$ cat config.mk
export PLATFORM = sky130hd
export DESIGN_NAME = mux_rr_arbiter_flat
export DESIGN_NICKNAME = d
export VERILOG_FILES = /design/src/rtl/mux_rr_arbiter_if.sv /design/src/rtl/mux_rr_arbiter.sv /design/src/flat_wrapper.sv
export SDC_FILE = /design/constraint.sdc
export NUM_CORES = 1
export LEC_CHECK = 0
export ABC_AREA = 1
export BUFFER_PORTS_ARGS = -buffer_cell sky130_fd_sc_hd__buf_2
export CORE_MARGIN = 4
export CORE_UTILIZATION = 54
export CTS_BUF_LIST = sky130_fd_sc_hd__clkbuf_4 sky130_fd_sc_hd__clkbuf_8
export CTS_CLUSTER_SIZE = 20
export DETAILED_ROUTE_END_ITERATION = 8
export GPL_TIMING_DRIVEN = 0
export HOLD_SLACK_MARGIN = 0.05
export PLACE_DENSITY = 0.89
export SKIP_CTS_REPAIR_TIMING = 1
export SLEW_MARGIN = 20
export SYNTH_ARGS = -nofsm -noshare
export SYNTH_HDL_FRONTEND = slang
export SYNTH_SLANG_ARGS = --single-unit
$ cat constraint.sdc
create_clock -name clk -period 2.6 [get_ports clk]
set_clock_uncertainty 0.2 [all_clocks]
set_input_delay 0.26 -clock clk [delete_from_list [all_inputs] [get_ports clk]]
set_output_delay 0.26 -clock clk [all_outputs]
set_load 0.02 [all_outputs]
$ cat src/rtl/mux_rr_arbiter_if.sv
`default_nettype none
// ============================================================================
// Module      : mux_rr_arbiter_if
// Description : Request/grant bundle between requesters and the round-robin
//               mux arbiter.
//               req       - per-requester level request (master drives)
//               sel       - registered mux select of current owner
//               gnt       - registered one-hot grant, zero when idle
//               gnt_valid - gnt holds a valid owner
//               hold_cnt  - cycles already spent by current owner (0-based)
// Revision    : 1.0 - initial release
// ============================================================================
interface mux_rr_arbiter_if #(
    parameter int N    = 8,
    parameter int SELW = 3
);
    logic [N-1:0]    req;
    logic [SELW-1:0] sel;
    logic [N-1:0]    gnt;
    logic            gnt_valid;
    logic [SELW-1:0] hold_cnt;

    // Requester side drives requests and observes the grant.
    modport master (
        output req,
        input  sel,
        input  gnt,
        input  gnt_valid,
        input  hold_cnt
    );

    // Arbiter side.
    modport slave (
        input  req,
        output sel,
        output gnt,
        output gnt_valid,
        output hold_cnt
    );
endinterface
`default_nettype wire

$ cat src/rtl/mux_rr_arbiter.sv
`default_nettype none
// ============================================================================
// Module      : mux_rr_arbiter
// Description : Round-robin arbiter sharing one N:1 mux among N requesters.
//               Every output is registered. An owner keeps the grant for at
//               most MAX_HOLD consecutive cycles, then hands over directly to
//               the next pending requester (no idle bubble).
// Ports       : clk   - rising-edge clock
//               rst_n - asynchronous active-low reset
//               bus   - mux_rr_arbiter_if.slave (req in; sel, gnt,
//                       gnt_valid, hold_cnt out)
// Revision    : 1.0 - initial release
// ============================================================================
module mux_rr_arbiter #(
    parameter int N        = 8,
    parameter int SELW     = 3,
    parameter int MAX_HOLD = 4
) (
    input  wire logic         clk,
    input  wire logic         rst_n,
    mux_rr_arbiter_if.slave   bus
);

    typedef enum logic [0:0] {
        ST_IDLE  = 1'b0,
        ST_GRANT = 1'b1
    } state_t;

    localparam logic [SELW-1:0] c_hold_last = SELW'(MAX_HOLD - 1);
    localparam logic [SELW-1:0] c_ptr_init  = SELW'(N - 1);

    state_t          state_q, state_d;
    logic [SELW-1:0] ptr_q, ptr_d;
    logic [SELW-1:0] sel_q, sel_d;
    logic [N-1:0]    gnt_q, gnt_d;
    logic            gnt_valid_q, gnt_valid_d;
    logic [SELW-1:0] hold_cnt_q, hold_cnt_d;

    logic [N-1:0]    search_mask;
    logic [SELW-1:0] cand;
    logic            cand_found;
    logic            owner_req;
    logic [SELW-1:0] idx;

    // While granted, the owner's own bit is masked so the search only finds
    // other requesters; ptr equals the owner then, so one search serves
    // both the idle and the hand-over cases.
    always_comb begin
        search_mask = (state_q == ST_GRANT) ? (bus.req & ~gnt_q) : bus.req;
        owner_req   = |(bus.req & gnt_q);
        cand        = '0;
        cand_found  = 1'b0;
        idx         = '0;
        // Scan ptr+1, ptr+2, ... ; SELW-bit addition wraps modulo N.
        for (int k = 1; k <= N; k++) begin
            idx = ptr_q + SELW'(k);
            if (!cand_found && search_mask[idx]) begin
                cand       = idx;
                cand_found = 1'b1;
            end
        end
    end

    always_comb begin
        state_d     = state_q;
        ptr_d       = ptr_q;
        sel_d       = sel_q;
        gnt_d       = gnt_q;
        gnt_valid_d = gnt_valid_q;
        hold_cnt_d  = hold_cnt_q;

        case (state_q)
            ST_IDLE: begin
                if (cand_found) begin
                    state_d     = ST_GRANT;
                    sel_d       = cand;
                    gnt_d       = N'(1) << cand;
                    gnt_valid_d = 1'b1;
                    hold_cnt_d  = '0;
                    ptr_d       = cand;
                end
            end
            ST_GRANT: begin
                if (owner_req && (hold_cnt_q != c_hold_last)) begin
                    hold_cnt_d = hold_cnt_q + 1'b1;
                end else if (cand_found) begin
                    sel_d       = cand;
                    gnt_d       = N'(1) << cand;
                    gnt_valid_d = 1'b1;
                    hold_cnt_d  = '0;
                    ptr_d       = cand;
                end else if (owner_req) begin
                    // Tenure expired with nobody else waiting: re-grant.
                    hold_cnt_d = '0;
                end else begin
                    // sel deliberately keeps the last owner's index.
                    state_d     = ST_IDLE;
                    gnt_d       = '0;
                    gnt_valid_d = 1'b0;
                    hold_cnt_d  = '0;
                end
            end
            default: begin
                state_d     = ST_IDLE;
                gnt_d       = '0;
                gnt_valid_d = 1'b0;
                hold_cnt_d  = '0;
            end
        endcase
    end

    always_ff @(posedge clk or negedge rst_n) begin
        if (!rst_n) begin
            state_q     <= ST_IDLE;
            ptr_q       <= c_ptr_init;
            sel_q       <= '0;
            gnt_q       <= '0;
            gnt_valid_q <= 1'b0;
            hold_cnt_q  <= '0;
        end else begin
            state_q     <= state_d;
            ptr_q       <= ptr_d;
            sel_q       <= sel_d;
            gnt_q       <= gnt_d;
            gnt_valid_q <= gnt_valid_d;
            hold_cnt_q  <= hold_cnt_d;
        end
    end

    assign bus.sel       = sel_q;
    assign bus.gnt       = gnt_q;
    assign bus.gnt_valid = gnt_valid_q;
    assign bus.hold_cnt  = hold_cnt_q;

endmodule
`default_nettype wire

$ cat src/flat_wrapper.sv
// flat-port wrapper written by rule: the top's interface ports become plain ports
module mux_rr_arbiter_flat 
#(
    parameter int N        = 8,
    parameter int SELW     = 3,
    parameter int MAX_HOLD = 4
)
  (clk, rst_n, bus_req, bus_sel, bus_gnt, bus_gnt_valid, bus_hold_cnt);
  mux_rr_arbiter_if #(.N(N), .SELW(SELW)) bus_i ();
  input  wire logic clk;
  input  wire logic rst_n;
  input wire logic [$bits(bus_i.req)-1:0] bus_req;
  output wire logic [$bits(bus_i.sel)-1:0] bus_sel;
  output wire logic [$bits(bus_i.gnt)-1:0] bus_gnt;
  output wire logic [$bits(bus_i.gnt_valid)-1:0] bus_gnt_valid;
  output wire logic [$bits(bus_i.hold_cnt)-1:0] bus_hold_cnt;
  assign bus_i.req = bus_req;
  assign bus_sel = bus_i.sel;
  assign bus_gnt = bus_i.gnt;
  assign bus_gnt_valid = bus_i.gnt_valid;
  assign bus_hold_cnt = bus_i.hold_cnt;
  mux_rr_arbiter #(.N(N), .SELW(SELW), .MAX_HOLD(MAX_HOLD)) u_core (.clk(clk), .rst_n(rst_n), .bus(bus_i));
endmodule
# ---- After elaboration in Yosys (flattened, before gate mapping)
# Cells that the tools add are included.
dict set report op_classes {
  n_addsub 8
  n_lt_le_gt_ge 8
  n_eq_ne 4
  n_shift 1
  muxes 57
  bitwise_logic 4
  reduce_logical 17
}
# op n
set op_table {}
lappend op_table {{2-to-1 mux 3 bit} 14}
lappend op_table {{2-to-1 mux 8 bit} 5}
lappend op_table {{less-than comparator 3 x 4 -> 1 bit (second input constant)} 8}
lappend op_table {{binary-select mux 1 bit (select 3 bit)} 8}
lappend op_table {{2-to-1 mux 1 bit} 24}
lappend op_table {{case mux 3 bit (2 select lines)} 3}
lappend op_table {{bitwise AND 8 bit} 2}
lappend op_table {{case mux 8 bit (2 select lines)} 1}
lappend op_table {{adder 3 bit (second input constant)} 4}
lappend op_table {{logical AND 1 bit} 8}
lappend op_table {{inverter 8 bit} 1}
lappend op_table {{OR reduction 8 bit} 1}
lappend op_table {{<< shifter 1 x 3 -> 8 bit (first input constant)} 1}
lappend op_table {{logical NOT 1 bit} 7}
lappend op_table {{adder 3 x 1 -> 3 bit (second input constant)} 2}
lappend op_table {{adder 3 x 2 -> 3 bit (second input constant)} 2}
lappend op_table {{case mux 1 bit (2 select lines)} 2}
lappend op_table {{!= test 3 x 2 -> 1 bit (second input constant)} 1}
lappend op_table {{!= test 3 bit (second input constant)} 1}
lappend op_table {{AND reduction 3 bit} 1}
lappend op_table {{!= test 2 x 1 -> 1 bit (second input constant)} 1}
lappend op_table {{!= test 2 bit (second input constant)} 1}
lappend op_table {{inverter 1 bit} 1}
dict set report word_totals {
  ff_bits 19
  input_bits 10
}

# ---- Logic depth before layout (Yosys ltp)
dict set report logic_depth {
  depth_word 31
  depth_mapped 21
}

# ---- Worst setup path after synthesis
# Ideal clock, no wire load.
dict set report synth_timing {
  kind {register -> register}
  startpoint {register u_core.ptr_q[1]}
  endpoint {register u_core.gnt_q[0], in the netlist u_core.bus.gnt[0]}
  t_arrival_ps 2453
  required_ps 2284
  setup_slack_ps -170
  stages_incl_launch_ff 18
  path_buffers 3
  period_less_slack_ps 2770
  path_cell_list {dfstp_2 -> buf_4 -> inv_1 -> ha_1 -> buf_2 -> inv_1 -> nand3_2 -> nand3_1 -> nand2_2 -> nor2_4 -> nand4_4 -> nor2_8 -> nand4_1 -> nand2_1 -> buf_4 -> nor2_1 -> nand2_1 -> nand2_1}
}
dict set report synth_between {
  elab_chain_len 29
  elab_cells_between_ends 61
}
# item line_no
set synth_lines {}
lappend synth_lines {{start, declared} mux_rr_arbiter.sv:33} ;# logic [SELW-1:0] ptr_q, ptr_d;
lappend synth_lines {{start signal, assigned} mux_rr_arbiter.sv:115} ;# ptr_q <= c_ptr_init;
lappend synth_lines {{start signal, assigned} mux_rr_arbiter.sv:122} ;# ptr_q <= ptr_d;
lappend synth_lines {{adder 3 x 1 -> 3 bit} mux_rr_arbiter.sv:56} ;# idx = ptr_q + SELW'(k);
lappend synth_lines {{binary-select mux 1 bit (select 3 bit)} mux_rr_arbiter.sv:57} ;# if (!cand_found && search_mask[idx]) begin
lappend synth_lines {{2-to-1 mux 1 bit (not written as such)} mux_rr_arbiter.sv:57}
lappend synth_lines {{2-to-1 mux 1 bit} mux_rr_arbiter.sv:57}
lappend synth_lines {{logical NOT 1 bit} mux_rr_arbiter.sv:57}
lappend synth_lines {{logical AND 1 bit} mux_rr_arbiter.sv:57}
lappend synth_lines {{2-to-1 mux 1 bit} mux_rr_arbiter.sv:57}
lappend synth_lines {{logical NOT 1 bit} mux_rr_arbiter.sv:57}
lappend synth_lines {{[... 13 more ...]} --}
lappend synth_lines {{2-to-1 mux 1 bit} mux_rr_arbiter.sv:57}
lappend synth_lines {{logical NOT 1 bit} mux_rr_arbiter.sv:57}
lappend synth_lines {{logical AND 1 bit} mux_rr_arbiter.sv:57}
lappend synth_lines {{2-to-1 mux 3 bit} mux_rr_arbiter.sv:57}
lappend synth_lines {{<< shifter 1 x 3 -> 8 bit} {mux_rr_arbiter.sv:77, mux_rr_arbiter.sv:88}}
lappend synth_lines {{2-to-1 mux 8 bit} mux_rr_arbiter.sv:86} ;# end else if (cand_found) begin
lappend synth_lines {{2-to-1 mux 8 bit} mux_rr_arbiter.sv:84} ;# if (owner_req && (hold_cnt_q != c_hold_last)) begin
lappend synth_lines {{case mux 8 bit (2 select lines)} mux_rr_arbiter.sv:72} ;# case (state_q)
lappend synth_lines {{end signal, assigned} mux_rr_arbiter.sv:124} ;# gnt_q <= gnt_d;
lappend synth_lines {{end, declared} mux_rr_arbiter.sv:35} ;# logic [N-1:0] gnt_q, gnt_d;
# Several ways; a longest one is shown, not always the timed one. The select of a mux whose other input is x is not followed.
# A chain may end at the register's enable or synchronous reset.

# ---- Final worst setup path
dict set report layout_timing {
  startpoint {register u_core.ptr_q[0]}
  endpoint {register u_core.gnt_q[0], in the netlist u_core.bus.gnt[0]}
}
# Same word-level chain as after synthesis.

==> results.py <==
metrics = {
    "outcome": {
        "run_status": "complete, but fails checks",
        "failed_checks": "setup timing",
    },
    "min_path": {
        "hold_class": "input port to flip-flop",
        "holdCritStartpoint": "bus_req[0]",
    },
    "sta": {
        "finalHoldViolations": 0,
        "tightest_slew_ns": 0.690,
        "final.setup.worst_slack_ns": -0.326,
        "period_minus_slack_ns": 2.93,
        "slew_headroom_pct": 53.6,
        "fmax_ghz": 0.342,
        "setup_viol": 18,
        "final.period_utilization_pct": 113,
        "drv_slew": 0,
        "grt_setup_unrepaired": "true",
    },
    "logic_synthesis": {
        "synth_edf_count": 0,
        "synth_top_area_cell": "dfrtp_1",
        "yosysSeqAreaShare_pct": 26.1,
        "synth_top_area_share_pct": 21.8,
        "synth_area_leaders": "dfrtp_1 (22%), nand2_1 (14%), nand3_1 (12%)",
        "ys_seq_elements": 19,
        "synth.avg_cell_area_sq_um": 7.28,
        "synth.net_count": 266,
        "async_reset_ff_share_pct": 100,
        "synth_flop_cell": "dfrtp_1",
        "ys_types": 34,
        "syn_area_sq_um": 1840,
        "yosysWarningCount": 0,
        "synthCells": 252,
    },
    "floorplan": {
        "die_w_um": 66.3,
        "initial_core_util_pct": 58.2,
        "ios": 25,
        "die_h_um": 66.3,
        "row_count": 20,
        "die_area_sq_um": 4400,
        "floorplan.core_area_sq_um": 3150,
    },
    "global_routing": {
        "grt_pass1_wl_um": 7530,
        "use_met3_pct": 4.25,
        "first_global_vias": 1676,
        "grt_max_degree": 20,
        "grtUsageMet2_pct": 35.1,
        "grtUsageTotal_pct": 21.7,
        "busiest_layer": "met2",
        "gr-total-overflow": 0,
        "antenna_found_initial": 0,
        "use_met1_pct": 30.7,
    },
    "placement": {
        "io_buffers": 24,
        "dp_slack_ns": -0.306,
        "hpwl_um": 3460,
        "dpl_cell_area_sq_um": 2040,
        "gp_congestion": 0.948,
    },
    "worst_setup_path": {
        "critical_path.max_fanout": 8,
        "crit_start": "u_core.ptr_q[0]$_DFFE_PN1P_",
        "cpPeakStageDelay_ns": 0.59,
        "startpoint_type": "flip-flop",
        "worst_path_most_repeated_cell": "nand2_1",
        "cp_data_arrival_time_ns": 2.96,
        "cp_slowest_cell": "dfstp_2",
        "required_ns": 2.63,
        "end_kind": "flip-flop",
        "timing.rr.start": "u_core.ptr_q[0]$_DFFE_PN1P_",
        "crit_chain": "inv_2 > buf_12 > ha_4 > inv_8 > nand3_4 > nand2_2 > nand2_2 > nand2_4 > buf_6 > nand3_4 > nor2_4 > nand4_1 > nand2_1 > nor2_2 > nand3_1 > nor2_4 > nand2_1 > nand2_1",
        "crit_type": "flip-flop to flip-flop",
    },
    "job": {
        "cap_viol_max_count": 0,
    },
    "routing": {
        "firstDrtPassIters": 5,
        "drtAntennaViolNets": 0,
        "vias_per_cell": 5.86,
        "drc": 0,
        "finalWirelength_um": 5450,
        "routedWlPerCell_um": 15.6,
        "drt_iter0_drc": 239,
        "vias": 2046,
    },
    "layout": {
        "antennaDiodeCount": 0,
        "syn_to_final_growth_pct": 35.0,
        "drive_gt1_share_pct": 46.2,
        "design_area_sq_um": 2480,
        "final_nets": 320,
    },
    "clock_network": {
        "clkLatencyLatePin_ns": 0.30,
        "cts_buffers": 3,
        "cts_buffer_depth": 2,
        "cts-root-buf": "clkbuf_4",
        "cts_sinks": 19,
        "htreeDepth": 1,
        "path_clk_slew_ns": 0.10,
        "cts_tree": "built",
    },
}
layer usage:
layer / vias up / part of all wire [%]
li1: 953 / -
met1: 943 / 40
met2: 134 / 48
met5: - / 0
met3: 16 / 9.3
met4: 0 / 2.1
worst max-delay path, delay by kind of cell (launching register included):
family / cells / cell delay [ns]
and+or+nand+nor: 13 / 1.27
buffers and inverters: 4 / 0.41
DFF: 1 / 0.59
adders and majority gates: 1 / 0.38
synthesized netlist by cell type, types with 2 or more instances:
cell type / n
dfrtp_1: 16
nand2_2: 8
nand3_2: 15
buf_6: 2
nor2_2: 4
nor2_1: 17
dfstp_2: 3
inv_1: 17
o21ai_0: 2
a22o_1: 4
o21ai_1: 2
nand4_1: 14
inv_2: 7
buf_4: 4
nand3_1: 43
ha_1: 4
nand2_4: 2
nor2_4: 2
o21bai_1: 2
nand2_1: 70
area by class of cell:
type | instances | area [sq um]
multi-input combinational | 203 | 1430
fill | 213 | 674
sequential | 19 | 479
timing repair buffer | 49 | 318
inverter | 24 | 100
buffer | 6 | 72.6
tap | 44 | 55.1
clock buffer | 3 | 22.5
clock inverter | 1 | 5.00
cells by family (layout without fill, tap and decap cells):
logic type	Yosys count	count (layout)	share of synthesized area, %
AND/OR/NAND/NOR	180	181	52.4
adder cells (fa/ha/maj)	4	4	2.73
XOR/XNOR	3	3	3.27
buffers and inverters	31	83	8.04
flip-flops	19	19	26.1
multiplexers	1	1	1.23
AO/OA/AOI/OAI	14	14	6.27
cell usage in the layout, fill, tap and decap left out, types with 8 or more instances in the layout:
master / instances
dfrtp_1: 16
inv_1: 15
nand3_1: 35
nand3_2: 15
nor2_1: 11
nand2_1: 59
nand2_2: 16
nand4_1: 14
buf_2: 24
buf_4: 24
nand3_4: 8
stage by stage:
stage	setup TNS [ns]	hold slack, ns	utilization (%)	std cells
after global routing	-5.99	0.209	78.6	349
after detailed placement	-3.97	0.0194	64.7	320
after floorplan	0	-0.236	-	252
after global placement	-3.34	0.00971	64.7	320
after CTS	-4.49	-0.308	65.6	324
final	-3.63	0.178	78.6	349
flip-flops by register name, summed over array words and instances (netlist names):
signal and cells:
u_core.ptr_q 3, u_core.state_q 1, u_core.bus.gnt_valid 1, u_core.bus.hold_cnt 3
u_core.bus.gnt 8, u_core.bus.sel 3
final timing paths:
path                                                     to  slack [ns]  cells past startpoint
setup / recovery              u_core.bus.gnt[0]$_DFFE_PN0P_       -0.33                     18
hold / removal                     u_core.state_q$_DFF_PN0_        0.18                      4
setup reg to reg              u_core.bus.gnt[0]$_DFFE_PN0P_       -0.33                     18
hold reg to reg            u_core.bus.gnt_valid$_DFFE_PN0P_        0.28                      2
max in group asynchronous       u_core.ptr_q[0]$_DFFE_PN1P_        1.67                      2
min in group asynchronous  u_core.bus.gnt_valid$_DFFE_PN0P_        0.21                      2
Power is not shown: default switching activity piles up to over one toggle a cycle in this logic, so the estimate is an artifact.
